## src/rtl/cpu_pkg.sv

```systemverilog
// Shared CPU-side types and default widths for the memory arbiter and related FSMs.
package cpu_pkg;

  localparam int unsigned ADDR_W_DEF  = 16;
  localparam int unsigned DATA_W_DEF  = 16;
  localparam int unsigned MEM_LAT_DEF = 4;

  typedef enum logic [1:0] {
    IDLE   = 2'd0,
    BUSY_I = 2'd1,
    BUSY_D = 2'd2
  } arb_state_t;

endpackage

```

## src/rtl/lat_counter.sv

```systemverilog
// Loadable saturating down-counter with a zero flag, used to time fixed-latency accesses.
module lat_counter #(
  parameter int unsigned W = 3
) (
  input  logic         clk,
  input  logic         rst_n,
  input  logic         load,
  input  logic [W-1:0] load_val,
  input  logic         dec,
  output logic [W-1:0] cnt,
  output logic         zero_c
);

  // Load wins over decrement; decrement stops at zero so the count never wraps.
  always_ff @(posedge clk or negedge rst_n) begin
    if (!rst_n) begin
      cnt <= '0;
    end else if (load) begin
      cnt <= load_val;
    end else if (dec && (cnt != '0)) begin
      cnt <= cnt - W'(1);
    end
  end

  assign zero_c = (cnt == '0);

endmodule

```

## src/rtl/mem_arbiter.sv

```systemverilog
// Arbitrates a single-ported fixed-latency memory between fetch (I) and data (D) ports.
// D has priority; an in-flight fetch can be squashed but still runs its full latency.
module mem_arbiter
  import cpu_pkg::*;
#(
  parameter int unsigned ADDR_W  = ADDR_W_DEF,
  parameter int unsigned DATA_W  = DATA_W_DEF,
  parameter int unsigned MEM_LAT = MEM_LAT_DEF
) (
  input  logic              clk,
  input  logic              rst_n,
  input  logic              i_req,
  input  logic [ADDR_W-1:0] i_addr,
  input  logic              i_flush,
  output logic              i_done,
  output logic [DATA_W-1:0] i_data,
  input  logic              d_req,
  input  logic              d_wr,
  input  logic [ADDR_W-1:0] d_addr,
  input  logic [DATA_W-1:0] d_wdata,
  output logic              d_done,
  output logic [DATA_W-1:0] d_rdata,
  output logic              mem_en,
  output logic              mem_wr,
  output logic [ADDR_W-1:0] mem_addr,
  output logic [DATA_W-1:0] mem_wdata,
  input  logic [DATA_W-1:0] mem_rdata,
  output logic              busy
);

  localparam int unsigned     CNT_W    = $clog2(MEM_LAT + 1);
  localparam logic [CNT_W-1:0] LOAD_VAL = CNT_W'(MEM_LAT - 1);
  localparam logic [CNT_W-1:0] CNT_ONE  = CNT_W'(1);
  localparam bit               SINGLE   = (MEM_LAT == 1);

  arb_state_t       state;
  arb_state_t       state_nxt;
  logic [CNT_W-1:0] cnt;
  logic             cnt_zero_c;
  logic             grant_d_c;
  logic             grant_i_c;
  logic             load_c;
  logic             last_nxt_c;
  logic             squash;
  logic             squash_nxt_c;

  lat_counter #(
    .W(CNT_W)
  ) u_lat_counter (
    .clk     (clk),
    .rst_n   (rst_n),
    .load    (load_c),
    .load_val(LOAD_VAL),
    .dec     (state != IDLE),
    .cnt     (cnt),
    .zero_c  (cnt_zero_c)
  );

  // Next-state, grant and squash decode; last_nxt_c flags that the coming cycle is the final one.
  always_comb begin
    state_nxt    = state;
    grant_d_c    = 1'b0;
    grant_i_c    = 1'b0;
    squash_nxt_c = squash;
    unique case (state)
      IDLE: begin
        if (d_req) begin
          state_nxt = BUSY_D;
          grant_d_c = 1'b1;
        end else if (i_req && !i_flush) begin
          state_nxt = BUSY_I;
          grant_i_c = 1'b1;
        end
      end
      BUSY_I, BUSY_D: begin
        if (cnt_zero_c) state_nxt = IDLE;
      end
      default: state_nxt = IDLE;
    endcase
    load_c     = grant_d_c | grant_i_c;
    last_nxt_c = load_c ? SINGLE : ((state != IDLE) && (cnt == CNT_ONE));
    if (state_nxt == IDLE) begin
      squash_nxt_c = 1'b0;
    end else if ((state == BUSY_I) && i_flush) begin
      squash_nxt_c = 1'b1;
    end
  end

  // State, latches and registered strobes; outputs are computed from next-state so they align with state.
  always_ff @(posedge clk or negedge rst_n) begin
    if (!rst_n) begin
      state     <= IDLE;
      squash    <= 1'b0;
      busy      <= 1'b0;
      mem_en    <= 1'b0;
      mem_wr    <= 1'b0;
      mem_addr  <= '0;
      mem_wdata <= '0;
      i_done    <= 1'b0;
      d_done    <= 1'b0;
    end else begin
      state  <= state_nxt;
      squash <= squash_nxt_c;
      busy   <= (state_nxt != IDLE);
      mem_en <= (state_nxt != IDLE);
      d_done <= (state_nxt == BUSY_D) && last_nxt_c;
      i_done <= (state_nxt == BUSY_I) && last_nxt_c && !squash_nxt_c;
      if (grant_d_c) begin
        mem_addr  <= d_addr;
        mem_wdata <= d_wdata;
        mem_wr    <= d_wr;
      end else if (grant_i_c) begin
        mem_addr  <= i_addr;
        mem_wdata <= '0;
        mem_wr    <= 1'b0;
      end else if (state_nxt == IDLE) begin
        mem_wr <= 1'b0;
      end
    end
  end

  // Read data is only valid in the final cycle, so it is forwarded straight from memory.
  assign i_data  = i_done ? mem_rdata : '0;
  assign d_rdata = (d_done && !mem_wr) ? mem_rdata : '0;

endmodule
```

## config.mk

```make
export PLATFORM = sky130hd
export DESIGN_NAME = mem_arbiter
export DESIGN_NICKNAME = d
export VERILOG_FILES = /design/src/rtl/cpu_pkg.sv /design/src/rtl/lat_counter.sv /design/src/rtl/mem_arbiter.sv
export SDC_FILE = /design/constraint.sdc
export NUM_CORES = 1
export LEC_CHECK = 0
export CORE_ASPECT_RATIO = 0.9
export CORE_MARGIN = 2
export CORE_UTILIZATION = 32
export DETAILED_ROUTE_END_ITERATION = 12
export PLACE_DENSITY = 0.85
export SYNTH_ARGS = -nofsm -noshare
export SYNTH_HDL_FRONTEND = slang
export SYNTH_SLANG_ARGS = --single-unit
export TNS_END_PERCENT = 1
```

## constraint.sdc

```tcl
create_clock -name clk -period 1.56 [get_ports clk]
set_input_delay 0.312 -clock clk [delete_from_list [all_inputs] [get_ports clk]]
set_output_delay 0.312 -clock clk [all_outputs]
set_load 0.005 [all_outputs]
```

==> summary by stage <==
Cells and area
The non-filler instance count after layout is 439. The most common cell after layout, fill and taps aside is clkdlybuf4s50_1. Counting the fill cells in the layout gives 516.

The share of layout cells above drive strength 1 is 21.9%. The layout-stage area growth over the synthesis result is 85.1%. After the last flow step, the layout net total stands at 427. 0 antenna diodes ended up in the layout. In the layout the commonest cells are clkdlybuf4s50_1, dfrtp_1, and2_1.

GRT
Global routing consumed, on the met1 layer, 18.9% of the routing resources. The number of antenna violations at the first check in global routing came to 0. The overall fraction of global-route tracks in use is 17.7%. Summed over all layers, the global routing overflow is 0.

The global routing stage identified its most utilized layer as met2. The first global-routing pass estimated 9.71 mm of wire. The number of global-route vias before repair was 2075. The fraction of met3 tracks used by global routing is 7.24%. Entering global routing, the biggest net connects 43 pins.

For this run, global-route usage on met2 was measured as 32.4%.

STA
Based on the critical path, the design can be clocked at up to 0.611 GHz. At the pin with the least slew margin, the transition time is 0.523 ns. The number of pins exceeding their max-slew limit in the final report is 0. The number of hold-slack violations in the final timing report is 0.

After layout, the worst setup slack is -0.0761 ns. Setup repair after global routing could not meet its margin everywhere. The minimum clock period is 1.64 ns.

The worst hold slack is 0.0663 ns. The relative max-transition margin is 65.1%. The final clock skew is 0.00965 ns. Setup violations remaining at the end of the flow were counted as 13. After layout, the worst path uses 105% of the clock period.

Setup path
In this run the worst path has a maximum fanout of 6. The worst reg2reg path depth is 7. The cell family contributing the most delay on the critical path is flip-flops.

The register-to-register path setup slack is -0.03 ns. The endpoint required time on the critical path is 1.25 ns. The kind of start point of the critical path is a flop.

The cell repeated most along the worst path is buf_6. On the worst path, the slowest cell contributes a delay of 0.39 ns. The reg-to-reg critical path startpoint is state[0]. The worst reg2reg path endpoint is squash. The slowest cell on the critical path is dfrtp_1. The type of element capturing the critical path is a primary output. The start-to-end type of the worst setup path is flop to primary output. Data arrives at the worst endpoint at 1.32 ns. The critical path goes through nor2b_4 > buf_6 > buf_6 > and2_1 > buf_2. The worst path buffer plus inverter count is 3.

Run status
The run finished, with violations left. The checks that failed: setup timing.

Clock tree
The number of sinks on the clock net is 42. The later pin in the worst-skew pair is clocked with a latency of 0.29 ns. The cell sitting at the root of the clock tree is a clkbuf_8.

Clock-pin slew was measured on the worst setup and hold paths at 0.09 ns. Counting along the longest clock path gives a buffer depth of 2. TritonCTS built the clock tree.

The clock tree synthesis step divided the H-tree into 2 levels. The number of buffers added by the clock tree synthesis step is 5.

Power and ir drop
For this design the ratio of total power to cell area is 1590 mW/mm^2. Summed over all cells, the static leakage comes to 1.81 nW. The internal power of the cells totals 0.00401 W. The maximum vdd ir drop is 688 uV.

Net switching is 33.3% of the power. The switching power is 0.00200 W. Sequential cells account for 30.9% of the total power. The share of total power in the clock network is 14.3%. The part of the power in combinational logic is 54.8%.

Placement
The cell count after placement is 426. Routability-driven placement finished with a final weighted congestion of 0.844. The HPWL after detailed placement is 4.73 mm. Before CTS, the worst setup slack after placement is -0.250 ns.

The number of buffers added on ports is 138.

Logic synthesis
Averaged over all synthesized cells, the footprint is 10.6 um^2. Sequential elements use 51.4% of the synthesized area. After synthesis the cells add up to 0.00204 mm^2. The library cell occupying the most area in the post-synthesis netlist is dfrtp_1.

Sorting the synthesized cells by area gives the leading types as dfrtp_1, and2_1, mux2i_1, a22o_1, nand2_1. During synthesis, Yosys emitted a total of 0 warnings. The area share of the largest cell type after synthesis is 51.4%. In this run, synthesis produced a sequential element count of 42. The count of cell types in the netlist is 29. The gate count after technology mapping is 193. The number of nets in the synthesized netlist is 269.

Floorplanning
The number of primary I/O pins is 139. For this configuration, the core starts out at a cell density of 33.3%. The core outline area is 0.00615 mm^2. The floorplan step defined a die boundary enclosing 0.00705 mm^2. The row count is 27. The die is 88.3 um wide. The die span in y is 79.8 um.

Worst hold path
The path class of the tightest hold or removal check is input port to asynchronous set/reset pin.

Route
The via count normalized by instance count is 4.59. The first-pass iteration count of the detailed router is 4. The final layout contains routed wiring with a total length of 6.16 mm. For this block, the via count after detailed routing is 2014.

In this run the remaining antenna-violating nets after routing total 0. For this run, design rule violations remaining after detail routing come to 0. The detailed router finished its first iteration with 62 violations. The average wire length per cell after detail routing is 14.0 um.

Job
The number of maximum-capacitance violations is 0.
area by class of cell:
class	instances	area (um^2)	area share (%)
clock inverters	3	43.8	1.16
repair buffers	162	1510	39.9
flip-flops and latches	42	1050	27.8
multi-input cells	134	978	25.9
inverters	6	22.5	0.595
well taps	87	109	2.88
clock buffers	5	68.8	1.82
cell usage after synthesis:
library cell,instances
a211oi_1,1
a21oi_1,2
a22o_1,16
a31oi_1,1
and2_1,33
and4bb_1,1
buf_2,5
buf_4,2
clkbuf_1,4
dfrtp_1,42
ha_1,6
inv_1,5
inv_2,1
mux2i_1,16
nand2_1,22
nand2_2,1
nand2b_1,2
nand3_1,1
nand4b_1,1
nor2_1,4
nor2b_1,2
nor3b_1,1
o211ai_1,2
o21ai_0,16
o21ai_2,1
o2bb2a_1,1
o31ai_1,2
o32a_1,1
xnor2_1,1
timing repair:
action,4_1_cts,5_1_grt
setup endpoints to repair,37,52
cloned,1,0
pin swaps,3,5
buffers inserted,4,0
gates resized for setup,90,46
hold buffers,0,0
flip-flops by register name, indices dropped and copies added, names as in the netlist, 2 cells and up:
signal,cells
mem_addr,16
mem_wdata,16
u_lat_counter.cnt,3
state,2
power by group through the flow:
| stage | combinational [W] | clock (W) | sequential (W) |
|---|---|---|---|
| global route | 0.00363 | 0.000942 | 0.00192 |
| detailed placement | 0.00314 | 0 | 0.00186 |
| finish | 0.00329 | 0.000862 | 0.00185 |
| floorplan | 0.00130 | 0 | 0.00189 |
| CTS | 0.00323 | 0.000887 | 0.00185 |
| global placement | 0.00303 | 0 | 0.00186 |
how the worst max path moves through the flow:
stage	startpoint	endpoint	slack, ns	cells past startpoint
finish	d_done	d_rdata[10]	-0.08	5
global route	mem_wr	d_rdata[3]	-0.13	5
CTS	d_done	d_rdata[12]	-0.17	5
detailed placement	d_req	mem_wdata[9]	-0.25	3
global placement	mem_rdata[15]	i_data[15]	-0.20	3
floorplan	state[0]	i_done	0.02	6
through the flow:
stage | setup TNS (ns) | area (um^2) | total power [W] | utilization [%]
2_1_floorplan | 0 | 2040 | 0.00319 | -
3_3_place_gp | -9.85 | 3650 | 0.00488 | 59.4
3_5_place_dp | -13.02 | 3650 | 0.00500 | 59.4
4_1_cts | -1.63 | 3810 | 0.00597 | 62.0
5_1_grt | -1.64 | 3780 | 0.00649 | 61.5
6_report | -0.686 | 3780 | 0.00601 | 61.5
metal layers:
| layer | vias up | wire [um] |
|---|---|---|
| li1 | 975 | - |
| met1 | 923 | 2190 |
| met2 | 106 | 3160 |
| met3 | 10 | 732 |
| met4 | 0 | 80 |
| met5 | - | 0 |
logic make-up (layout without fill, tap and decap cells):
| group | count (synthesis) | count (layout) | share of synthesized area [%] |
|---|---|---|---|
| AOI/OAI and AO/OA | 43 | 43 | 14.8 |
| xor gates and xnor gates | 1 | 1 | 0.428 |
| adders and majority gates | 6 | 6 | 3.67 |
| buffers and inverters | 17 | 176 | 3.79 |
| DFF | 42 | 42 | 51.4 |
| muxes | 16 | 16 | 7.83 |
| and+or+nand+nor | 68 | 68 | 18.1 |
Power figures use the tool's default switching activity.
